**src/rtl/uart_rx.sv**
```systemverilog
// UART receiver: 8 data bits LSB first, even parity, one stop bit.
// Oversampled mid-bit sampling, with a one-clock valid strobe and error flags.
module uart_rx #(
  parameter int unsigned p_clk_freq   = 50_000_000,
  parameter int unsigned p_baud_freq  = 115_200,
  parameter int unsigned p_oversample = 16
) (
  input  logic       i_clk,
  input  logic       i_rst,
  input  logic       i_rx,
  output logic [7:0] o_data,
  output logic       o_valid,
  output logic       o_parity_err,
  output logic       o_frame_err,
  output logic       o_busy
);

  localparam int unsigned DIV_RAW = p_clk_freq / (p_baud_freq * p_oversample);
  localparam int unsigned DIV     = (DIV_RAW < 1) ? 1 : DIV_RAW;
  localparam int unsigned DIV_W   = (DIV > 1) ? $clog2(DIV) : 1;
  localparam int unsigned TCK_W   = $clog2(p_oversample);
  localparam logic [DIV_W-1:0] DIV_LAST  = DIV_W'(DIV - 1);
  localparam logic [TCK_W-1:0] HALF_LAST = TCK_W'(p_oversample / 2 - 1);
  localparam logic [TCK_W-1:0] FULL_LAST = TCK_W'(p_oversample - 1);

  typedef enum logic [2:0] {
    S_IDLE, S_START, S_DATA, S_PARITY, S_STOP, S_BREAK
  } state_e;

  state_e state_q, state_d;

  logic             rx_meta_q, rx_s_q;
  logic [DIV_W-1:0] div_q, div_d;
  logic [TCK_W-1:0] tck_q, tck_d;
  logic [2:0]       idx_q, idx_d;
  logic [7:0]       shift_q, shift_d;
  logic             par_q, par_d;
  logic [7:0]       data_q, data_d;
  logic             perr_q, perr_d;
  logic             ferr_q, ferr_d;
  logic             valid_q, valid_d;

  logic tick;
  logic bit_done;

  assign tick     = (div_q == DIV_LAST);
  // The start bit is sampled after half a bit; every later bit a full bit after that.
  assign bit_done = tick && (tck_q == ((state_q == S_START) ? HALF_LAST : FULL_LAST));

  always_ff @(posedge i_clk or posedge i_rst) begin
    if (i_rst) begin
      rx_meta_q <= 1'b1;
      rx_s_q    <= 1'b1;
    end else begin
      rx_meta_q <= i_rx;
      rx_s_q    <= rx_meta_q;
    end
  end

  always_ff @(posedge i_clk or posedge i_rst) begin
    if (i_rst) state_q <= S_IDLE;
    else       state_q <= state_d;
  end

  always_comb begin
    state_d = state_q;
    case (state_q)
      S_IDLE:   if (!rx_s_q) state_d = S_START;
      S_START:  if (bit_done) state_d = rx_s_q ? S_IDLE : S_DATA;
      S_DATA:   if (bit_done && idx_q == 3'd7) state_d = S_PARITY;
      S_PARITY: if (bit_done) state_d = S_STOP;
      S_STOP:   if (bit_done) state_d = rx_s_q ? S_IDLE : S_BREAK;
      S_BREAK:  if (rx_s_q) state_d = S_IDLE;
      default:  state_d = S_IDLE;
    endcase
  end

  always_comb begin
    o_busy = (state_q != S_IDLE);
  end

  always_comb begin
    div_d   = tick ? '0 : div_q + 1'b1;
    tck_d   = tck_q;
    idx_d   = idx_q;
    shift_d = shift_q;
    par_d   = par_q;
    data_d  = data_q;
    perr_d  = perr_q;
    ferr_d  = ferr_q;
    valid_d = 1'b0;
    if (tick) tck_d = bit_done ? '0 : tck_q + 1'b1;
    case (state_q)
      S_IDLE: if (!rx_s_q) begin
        div_d = '0;
        tck_d = '0;
        idx_d = '0;
      end
      S_DATA: if (bit_done) begin
        shift_d[idx_q] = rx_s_q;
        idx_d          = idx_q + 1'b1;
      end
      S_PARITY: if (bit_done) par_d = rx_s_q;
      S_STOP: if (bit_done) begin
        data_d  = shift_q;
        perr_d  = par_q ^ (^shift_q);
        ferr_d  = !rx_s_q;
        valid_d = 1'b1;
      end
      default: ;
    endcase
  end

  always_ff @(posedge i_clk or posedge i_rst) begin
    if (i_rst) begin
      div_q   <= '0;
      tck_q   <= '0;
      idx_q   <= '0;
      shift_q <= '0;
      par_q   <= 1'b0;
      data_q  <= '0;
      perr_q  <= 1'b0;
      ferr_q  <= 1'b0;
      valid_q <= 1'b0;
    end else begin
      div_q   <= div_d;
      tck_q   <= tck_d;
      idx_q   <= idx_d;
      shift_q <= shift_d;
      par_q   <= par_d;
      data_q  <= data_d;
      perr_q  <= perr_d;
      ferr_q  <= ferr_d;
      valid_q <= valid_d;
    end
  end

  assign o_data       = data_q;
  assign o_valid      = valid_q;
  assign o_parity_err = perr_q;
  assign o_frame_err  = ferr_q;

endmodule

```
**config.mk**
```make
export PLATFORM = sky130hd
export DESIGN_NAME = uart_rx
export DESIGN_NICKNAME = d
export VERILOG_FILES = /design/src/rtl/uart_rx.sv
export SDC_FILE = /design/constraint.sdc
export NUM_CORES = 1
export LEC_CHECK = 0
export BUFFER_PORTS_ARGS = -buffer_cell sky130_fd_sc_hd__buf_2
export CORE_UTILIZATION = 50
export DETAILED_ROUTE_END_ITERATION = 7
export HOLD_SLACK_MARGIN = 0.1
export PLACE_DENSITY_LB_ADDON = 0.05
export SYNTH_ARGS = -nofsm -noshare
export SYNTH_HDL_FRONTEND = slang
export SYNTH_SLANG_ARGS = --single-unit
```
**constraint.sdc**
```tcl
create_clock -name i_clk -period 3.6 [get_ports i_clk]
set_clock_uncertainty 0.2 [all_clocks]
set_input_delay 0.9 -clock i_clk [delete_from_list [all_inputs] [get_ports i_clk]]
set_output_delay 0.9 -clock i_clk [all_outputs]
set_load 0.01 [all_outputs]
```
==> summary.txt, run 1 <==
Run status
  – Status: finished clean

Clocking
  – Clock Tree Root: clkbuf_4
  – Deepest clock path buffer count: 2
  – Cts hold-fix bufs: 0
  – PostCTS Resize Cnt: 0
  – CTS clock-pin slew for the worst setup and hold paths: 0.11 ns
  – CTS tree: built
  – H-tree Lvls: 2
  – Setup Buffers After CTS: 0
  – Clk_lat worst skew: 0.35 ns
  – Clk sink count: 37
  – CTS buffer count: 5

STA
  – Max-slew headroom: 54.2%
  – Final WS setup: 1.02 ns
  – Setup Viol. Count Final: 0
  – Final Critical Period: 2.58 ns
  – Hold Vio Cnt, Final: 0
  – Fmax: 388 MHz
  – Fin crit share: 71.6%
  – RSZ-0062 raised after global routing: no
  – Final TNS setup: 0 ns
  – Worst-Margin Slew: 0.681 ns
  – Pins Over Slew Limit: 0

Synth
  – Mapped Cells: 158
  – Net count after synthesis: 166
  – Asr flop ratio synth: 100%
  – Avg Inst Size Synth: 11.4 um2
  – Distinct cells, synth: 36
  – Largest area contributor in the netlist: dfrtp_1
  – Post-synth EDFFs: 0
  – Cell area after synthesis: 0.00180 mm2
  – Register area share after synthesis: 51.7%
  – Ys flop type: dfrtp_1
  – Synth warnings: 0
  – Post-synth top area share: 48.8%
  – Synth area leaders: dfrtp_1, mux2_2, xnor2_1, nand2_1, ha_1
  – Synth Register Bits: 37

Layout
  – Area grow syn2layout: 9.20%
  – Share of cells above drive strength 1: 26.6%
  – Diodes inserted: 0
  – Final #Nets: 180

Placement
  – Dpl ws: 1.34 ns
  – Port Buffers: 14
  – GP Congestion: 0.760
  – DPL Wire Length: 1970 um

Floorplanning
  – Initial core utilization: 53.0%
  – Core area: 0.00339 mm2
  – Row Count: 21
  – I/O pin count: 15
  – Die ar.: 0.00383 mm2
  – Die width: 61.9 um
  – Die H: 61.9 um

Route
  – Vias: 1163
  – DRC: 0
  – DR WL/cell: 12.8 um
  – Drt via density: 5.31
  – Drt total wl: 2810 um
  – Initial DRC Count: 46
  – ANT nets after route: 0
  – Detailed Routing Iterations Pass 1: 6

Setup path
  – CP Class: reg -> out
  – CP max FO: 17
  – CP Launch Type: flop
  – WP data arrival: 1.48 ns
  – Critical path data required time: 2.50 ns
  – Critical Path Sink Type: output port

GRT
  – GR Util All Layers: 17.0%
  – First-pass GRT wire length: 4610 um
  – Total grt overflow: 0
  – Number of global-route vias before repair: 1037
  – Initial antenna violation count: 0
  – Largest net degree at the start of global routing: 38

Job
  – Max Cap Viol: 0

Power
  – Worst VDD drop: 0.000209 V
  – Leak: 0.984 nW
  – Power per cell area: 362 mW/mm2

Worst hold path
  – HP Class: reg -> reg
## worst max-delay path, cell delays in order, from the launching register on
cell	delay [ns]
dfrtp_1	0.58
or3_1	0.42
buf_2	0.14
## cells in the final DEF (no fill, tap or decap), types with 2 or more instances in the layout
master,n
xor2_1,5
o211ai_1,2
and4_4,2
ha_1,5
buf_2,14
nand2_1,18
dfrtp_1,35
mux2_2,16
nand3_1,4
nor2_1,11
mux2i_1,2
or3_1,2
clkbuf_4,5
a2bb2oi_1,2
xnor2_1,9
nand2b_1,2
o21ai_0,7
inv_1,5
nor3_1,2
nand3b_1,3
nor3b_1,3
dfstp_2,2
a21oi_1,2
## routing by layer
| layer | share of wire, % | GRT usage (%) | vias up | wire (um) |
|---|---|---|---|---|
| met5 | 0 | 0 | - | 0 |
| met4 | 1.5 | 6.67 | 0 | 43 |
| met3 | 3.6 | 6.21 | 5 | 100 |
| met2 | 45 | 26.3 | 18 | 1280 |
| met1 | 49 | 21.9 | 568 | 1390 |
| li1 | - | - | 572 | - |
## cell usage after synthesis, drive strengths merged (2+ instances only)
master   count
nor3         3
nor2        12
o21ai        7
nor3b        3
nand3        4
dfstp        2
inv          5
mux2        16
or3          2
ha           5
clkbuf       3
a2bb2oi      2
buf          5
nand3b       3
xor2         5
mux2i        2
o211ai       2
xnor2        9
and4         2
nand2b       2
nand2       18
nand4b       2
a21oi        2
dfrtp       35
## final cells by class
cell class	count	area [um2]
timing repair buffer	15	77.6
sequential	37	928
fill	296	1430
multi-input combinational	108	802
clock inverter	2	35.0
inverter	5	18.8
clock buffer	6	41.3
tap	46	57.6
## logic make-up after synthesis
logic type / Yosys count / synth area share [%]
flops: 37 / 51.7
simple gates: 55 / 17.6
fa+ha+maj: 5 / 3.48
compound gates: 16 / 5.64
mux: 18 / 11.1
xor+xnor: 14 / 6.83
buf+inv: 13 / 3.62
## stage by stage
step / instance area, um2 / cells / power (mW) / util, % / hold slack [ns]
floorplan: 1800 / 158 / 0.434 / - / 0.145
global placement: 1880 / 211 / 0.439 / 55.6 / 0.147
detailed placement: 1880 / 211 / 0.439 / 55.6 / 0.148
CTS: 1960 / 219 / 0.722 / 57.8 / 0.156
global route: 1960 / 219 / 0.742 / 57.8 / 0.155
finish: 1960 / 219 / 0.709 / 57.8 / 0.150
## final timing paths
kind,startpoint,to,slack [ns],cells after the start
max in group asynchronous,i_rst,rx_meta_q,2.41,3
min reg2reg,rx_meta_q,rx_s_q,0.15,0
max reg2reg,div_q[0],shift_q[2],1.34,7
min in group asynchronous,i_rst,idx_q[1],0.44,3
max,state_q[1],o_busy,1.02,2
min,rx_meta_q,rx_s_q,0.15,0
## report_power, final
group	switching, mW	leakage, nW	internal, mW	total [mW]
Clock	0.133	0.0422	0.146	0.278
Combinational	0.00864	0.457	0.00220	0.0108
Sequential	0.00223	0.485	0.418	0.420
Total	0.144	0.984	0.565	0.709
## flip-flops by register name, summed over array words and instances (netlist names), 3 cells and up
register / count
o_data: 8
shift_q: 8
div_q: 5
tck_q: 4
idx_q: 3
state_q: 3
Note: power is estimated with default switching activity, not from simulation.
==> run 2: changes to the inputs <==
Clock period 3.6 ns to 2.5 ns, I/O delays scaled along.
==> run 2 against run 1 <==
Compared with the run above: setup slack got worse by 0.83 ns; global-route usage increased by 1.5 points; hold slack improved by 0.016 ns; critical path depth unchanged; sequential share of layout area unchanged; sequential power increased by 44%; clock power increased by 46%; largest cell class unchanged; highest routed layer unchanged.
==> summary.txt, run 2 (synthesis results as in run 1) <==
Layout
  – Final #Nets: 180 (unchanged)
  – Fillcell total: 294 (was 296)
  – Most frequent cells in the layout: dfrtp_1, nand2_1, mux2_2, buf_2, nor2_1 (unchanged)
  – Area grow syn2layout: 9.20% (unchanged)
  – Sequential cell area: 928 um2 (unchanged)
  – Diodes inserted: 0 (unchanged)
  – Share of cells above drive strength 1: 26.6% (unchanged)
  – Multi-input gate area: 802 um2 (unchanged)
  – Commonest non-fill, non-tap cell in the layout: dfrtp_1 (unchanged)

Setup path
  – Critical Path Sink Type: output port (unchanged)
  – WP data arrival: 1.48 ns (about the same)
  – CP max FO: 17 (unchanged)
  – Reg2Reg Setup Slack: 0.23 ns (was 1.34 ns)
  – Critical path data required time: 1.67 ns (was 2.50 ns)
  – CP Class: reg -> out (unchanged)
  – CP Launch Type: flop (unchanged)

STA
  – Max-slew headroom: 60.0% (was 54.2%)
  – Setup Viol. Count Final: 0 (unchanged)
  – Worst-Margin Slew: 0.595 ns (was 0.681 ns)
  – Final WS setup: 0.197 ns (was 1.02 ns)
  – Fin crit share: 92.1%
  – Fmax: 434 MHz
  – RSZ-0062 raised after global routing: no (unchanged)
  – Pins Over Slew Limit: 0 (unchanged)
  – Hold Vio Cnt, Final: 0 (unchanged)
  – Final Critical Period: 2.30 ns
  – Final TNS setup: 0 ns (unchanged)

Clocking
  – CTS clock-pin slew for the worst setup and hold paths: 0.12 ns (was 0.11 ns)
  – Cts hold-fix bufs: 0 (unchanged)
  – Clock Tree Root: clkbuf_4 (unchanged)
  – CTS buffer count: 5 (unchanged)
  – PostCTS Resize Cnt: 0 (unchanged)
  – H-tree Lvls: 2 (unchanged)
  – Clk sink count: 37 (unchanged)
  – Deepest clock path buffer count: 2 (unchanged)
  – Clk_lat worst skew: 0.34 ns (was 0.35 ns)
  – CTS tree: built (unchanged)
  – Setup Buffers After CTS: 0 (unchanged)

Run status
  – Status: finished clean (unchanged)

GRT
  – First-pass GRT wire length: 5000 um (was 4610 um)
  – Largest net degree at the start of global routing: 38 (unchanged)
  – Total grt overflow: 0 (unchanged)
  – Initial antenna violation count: 0 (unchanged)
  – Number of global-route vias before repair: 1093 (was 1037)
  – GR Util All Layers: 18.5% (was 17.0%)

Placement
  – DPL Wire Length: 2090 um (was 1970 um)
  – Port Buffers: 14 (unchanged)
  – GP Congestion: 0.829 (was 0.760)
  – Dpl ws: 0.258 ns (was 1.34 ns)

Route
  – Drt total wl: 3020 um (was 2810 um)
  – DR WL/cell: 13.8 um (was 12.8 um)
  – ANT nets after route: 0 (unchanged)
  – Drt via density: 5.39 (was 5.31)
  – Detailed Routing Iterations Pass 1: 4 (was 6)
  – Initial DRC Count: 65 (was 46)
  – DRC: 0 (unchanged)
  – Vias: 1181 (was 1163)

Floorplanning
  – Die H: 61.9 um (unchanged)
  – Row Count: 21 (unchanged)
  – Initial core utilization: 53.0% (unchanged)
  – Die width: 61.9 um (unchanged)
  – Core area: 0.00339 mm2 (unchanged)
  – I/O pin count: 15 (unchanged)
  – Die ar.: 0.00383 mm2 (unchanged)

Power
  – Worst VDD drop: 0.000349 V (was 0.000209 V)
  – Leak: 0.984 nW (unchanged)
  – Power Total: 1.03 mW (was 709 uW)
  – Power per cell area: 524 mW/mm2 (was 362 mW/mm2)

Worst hold path
  – HP Class: in -> async (was reg -> reg)

Job
  – Max Cap Viol: 0 (unchanged)
==> run 2: cell counts in the layout (fill, tap and decap cells not counted) <==
No cell type changed its count.
==> run 2: worst paths after layout <==
path | from | to | cells after the start
min in group i_clk | rx_meta_q | rx_s_q | 0
setup reg to reg | div_q[0] | shift_q[2] | 7
max in group asynchronous | i_rst | rx_s_q | 3
hold / removal | i_rst | idx_q[1] | 3
hold reg to reg | rx_meta_q | rx_s_q | 0
setup / recovery | state_q[1] | o_busy | 2
==> run 2: through the flow <==
stage          cell area, um2  hold slack [ns]  util (%)  instances
2_1_floorplan            1800            0.145         -        158
5_1_grt                  1960            0.141      57.8        219
3_5_place_dp             1880            0.147      55.6        211
4_1_cts                  1960            0.144      57.8        219
3_3_place_gp             1880            0.146      55.6        211
6_report                 1960            0.166      57.8        219
==> run 2: critical path, cell delays in order, from the launching register on <==
cell and delay (ns):
dfrtp_1 0.59, or3_1 0.41, buf_2 0.14
==> run 2: per-layer routing <==
metal / track usage, % / up-vias / wire, um
li1: - / 577 / -
met1: 25.6 / 587 / 1500
met2: 27.3 / 13 / 1420
met3: 5.59 / 4 / 69
met4: 7.30 / 0 / 34
met5: 0 / - / 0
==> run 2: layout make-up <==
class | instances | share of cell area [%]
clock buffer | 6 | 2.11
sequential | 37 | 47.4
timing repair buffer | 15 | 3.96
inverter | 5 | 0.957
multi-input combinational | 108 | 40.9
tap | 46 | 2.94
clock inverter | 2 | 1.79
==> run 2: power by group <==
part	internal, mW	total [mW]	leakage [nW]	switching (mW)
Sequential	0.601	0.605	0.485	0.00339
Clock	0.210	0.406	0.0422	0.196
Combinational	0.00317	0.0159	0.457	0.0127
Total	0.814	1.03	0.984	0.212
==> run 3: changes to the inputs <==
Settings changed: CORE_ASPECT_RATIO set to 1.5.
==> run 3 against run 2 <==
Compared with the run above: combinational power up 9%; critical path depth grew 4; first-iteration DRC count fell by 78%; clock-buffer cell count unchanged.
==> summary.txt, run 3 (synthesis results as in run 1) <==
Clocking
  – CTS clock-pin slew for the worst setup and hold paths: 0.07 ns (was 0.12 ns)
  – Setup Buffers After CTS: 0 (unchanged)
  – PostCTS Resize Cnt: 0 (unchanged)
  – Deepest clock path buffer count: 2 (unchanged)
  – Clock Tree Root: clkbuf_8 (was clkbuf_4)
  – CTS buffer count: 5 (unchanged)
  – CTS tree: built (unchanged)
  – Clk_lat worst skew: 0.29 ns (was 0.34 ns)
  – Cts hold-fix bufs: 0 (unchanged)
  – Clk sink count: 37 (unchanged)
  – H-tree Lvls: 2 (unchanged)

GRT
  – Initial antenna violation count: 0 (unchanged)
  – Largest net degree at the start of global routing: 23 (was 38)
  – GR Util All Layers: 19.0% (was 18.5%)
  – Total grt overflow: 0 (unchanged)
  – First-pass GRT wire length: 5220 um (was 5000 um)
  – Number of global-route vias before repair: 1200 (was 1093)

STA
  – Pins Over Slew Limit: 0 (unchanged)
  – Hold Vio Cnt, Final: 0 (unchanged)
  – RSZ-0062 raised after global routing: no (unchanged)
  – Worst-Margin Slew: 0.590 ns (was 0.595 ns)
  – Setup Viol. Count Final: 0 (unchanged)
  – Final Critical Period: 2.23 ns (was 2.30 ns)
  – Fin crit share: 89.1% (was 92.1%)
  – Max-slew headroom: 60.3% (was 60.0%)
  – Final TNS setup: 0 ns (unchanged)
  – Fmax: 449 MHz (was 434 MHz)

Layout
  – Most frequent cells in the layout: dfrtp_1, nand2_1, mux2_2, buf_2, nor2_1 (unchanged)
  – Share of cells above drive strength 1: 28.0% (was 26.6%)
  – Commonest non-fill, non-tap cell in the layout: dfrtp_1 (unchanged)
  – Area grow syn2layout: 12.2% (was 9.20%)
  – Diodes inserted: 0 (unchanged)
  – Final #Nets: 182 (was 180)

Setup path
  – Critical path data required time: 2.47 ns (was 1.67 ns)
  – Crit path from: div_q[0] (was state_q[1])
  – CP max FO: 13 (was 17)
  – CP Launch Type: flop (unchanged)
  – WP data arrival: 2.20 ns (was 1.48 ns)
  – Worst R2R Start: div_q[0] (unchanged)
  – Worst Setup EP: o_data[6] (was o_busy)
  – Reg2Reg Setup Slack: 0.27 ns (was 0.23 ns)
  – Worst Reg-to-Reg Cells: 6 (was 7)
  – CP Class: reg -> reg (was reg -> out)
  – Cells along the critical path: inv_1 -> ha_1 -> and4b_2 -> and4_4 -> nand2_1 -> mux2_2 (was or3_1 -> buf_2)
  – Critical Path Sink Type: flop (was output port)
  – CP max-delay cell: dfrtp_1 (unchanged)
  – Max stage delay on crit path: 0.39 ns (was 0.59 ns)
  – Reg-to-reg endpoint: o_data[6] (was shift_q[2])

Placement
  – Port Buffers: 14 (unchanged)
  – DPL Wire Length: 2270 um (was 2090 um)
  – GP Congestion: 0.800 (was 0.829)

Route
  – Detailed Routing Iterations Pass 1: 4 (unchanged)
  – Drt total wl: 3100 um (was 3020 um)
  – Vias: 1174 (was 1181)
  – DRC: 0 (unchanged)
  – Drt via density: 5.41 (was 5.39)
  – ANT nets after route: 0 (unchanged)
  – DR WL/cell: 14.3 um (was 13.8 um)
  – Initial DRC Count: 14 (was 65)

Worst hold path
  – HP Class: in -> async (unchanged)

Power
  – Power per cell area: 575 mW/mm2 (was 524 mW/mm2)
  – Worst VDD drop: 0.000553 V (was 0.000349 V)
  – Power Total: 1.16 mW (was 1.03 mW)
  – Leak: 1.01 nW (was 0.984 nW)

Floorplanning
  – I/O pin count: 15 (unchanged)
  – Core area: 0.00342 mm2 (was 0.00339 mm2)
  – Die H: 75.4 um (was 61.9 um)
  – Initial core utilization: 52.6% (was 53.0%)
  – Row Count: 26 (was 21)
  – Die width: 50.9 um (was 61.9 um)
  – Die ar.: 0.00384 mm2 (was 0.00383 mm2)

Job
  – Max Cap Viol: 0 (unchanged)

Run status
  – Status: finished clean (unchanged)
[run 3: cell types whose count changed in the layout (fill, tap and decap cells not counted), sizes merged]
cell      previous run  this run
clkinvlp             0         1
clkinv               1         0
buf                 15        17
[run 3: power breakdown]
group | leakage (nW) | total, mW | switching (mW) | internal [mW]
sequential | 0.485 | 0.605 | 0.00323 | 0.601
combinational | 0.467 | 0.0173 | 0.0131 | 0.00424
clock | 0.0574 | 0.536 | 0.212 | 0.324
[run 3: worst min path at each step]
stage,from,end,cells past startpoint
2_1_floorplan,rx_meta_q,rx_s_q,0
3_3_place_gp,rx_meta_q,rx_s_q,0
3_5_place_dp,rx_meta_q,rx_s_q,0
4_1_cts,i_rst,div_q[3],3
5_1_grt,i_rst,div_q[3],3
6_report,i_rst,div_q[3],3
[run 3: area by class of cell]
class / instances / area [um2]
Inverter: 5 / 18.8
Sequential cell: 37 / 928
Clock buffer: 6 / 82.6
Clock inverter: 2 / 37.5
Multi-Input combinational cell: 108 / 802
Timing Repair Buffer: 17 / 92.6
Tap cell: 42 / 52.6
Fill cell: 287 / 1400
[run 3: routing by layer]
layer	GRT usage [%]	routed length, um	share of wire (%)
met5	0	0	0
met4	10.5	95	3.1
met3	5.99	81	2.6
met2	34.9	1690	54
met1	18.7	1240	40
[run 3: stage by stage]
stage	setup WS [ns]	area (um2)	cells	utilization [%]	hold slack, ns
2_1_floorplan	0.407	1800	158	-	0.145
5_1_grt	0.154	2010	217	59.0	0.162
4_1_cts	0.268	2010	217	59.0	0.143
3_5_place_dp	0.285	1890	209	55.5	0.148
3_3_place_gp	0.311	1890	209	55.5	0.147
6_report	0.272	2010	217	59.0	0.150
[run 3: critical path, delay by kind of cell, from the launching register on]
family        cells  cell delay (ns)
mux               1             0.39
flops             1             0.39
simple gates      3             0.87
fa+ha+maj         1             0.20
buf+inv           1             0.06
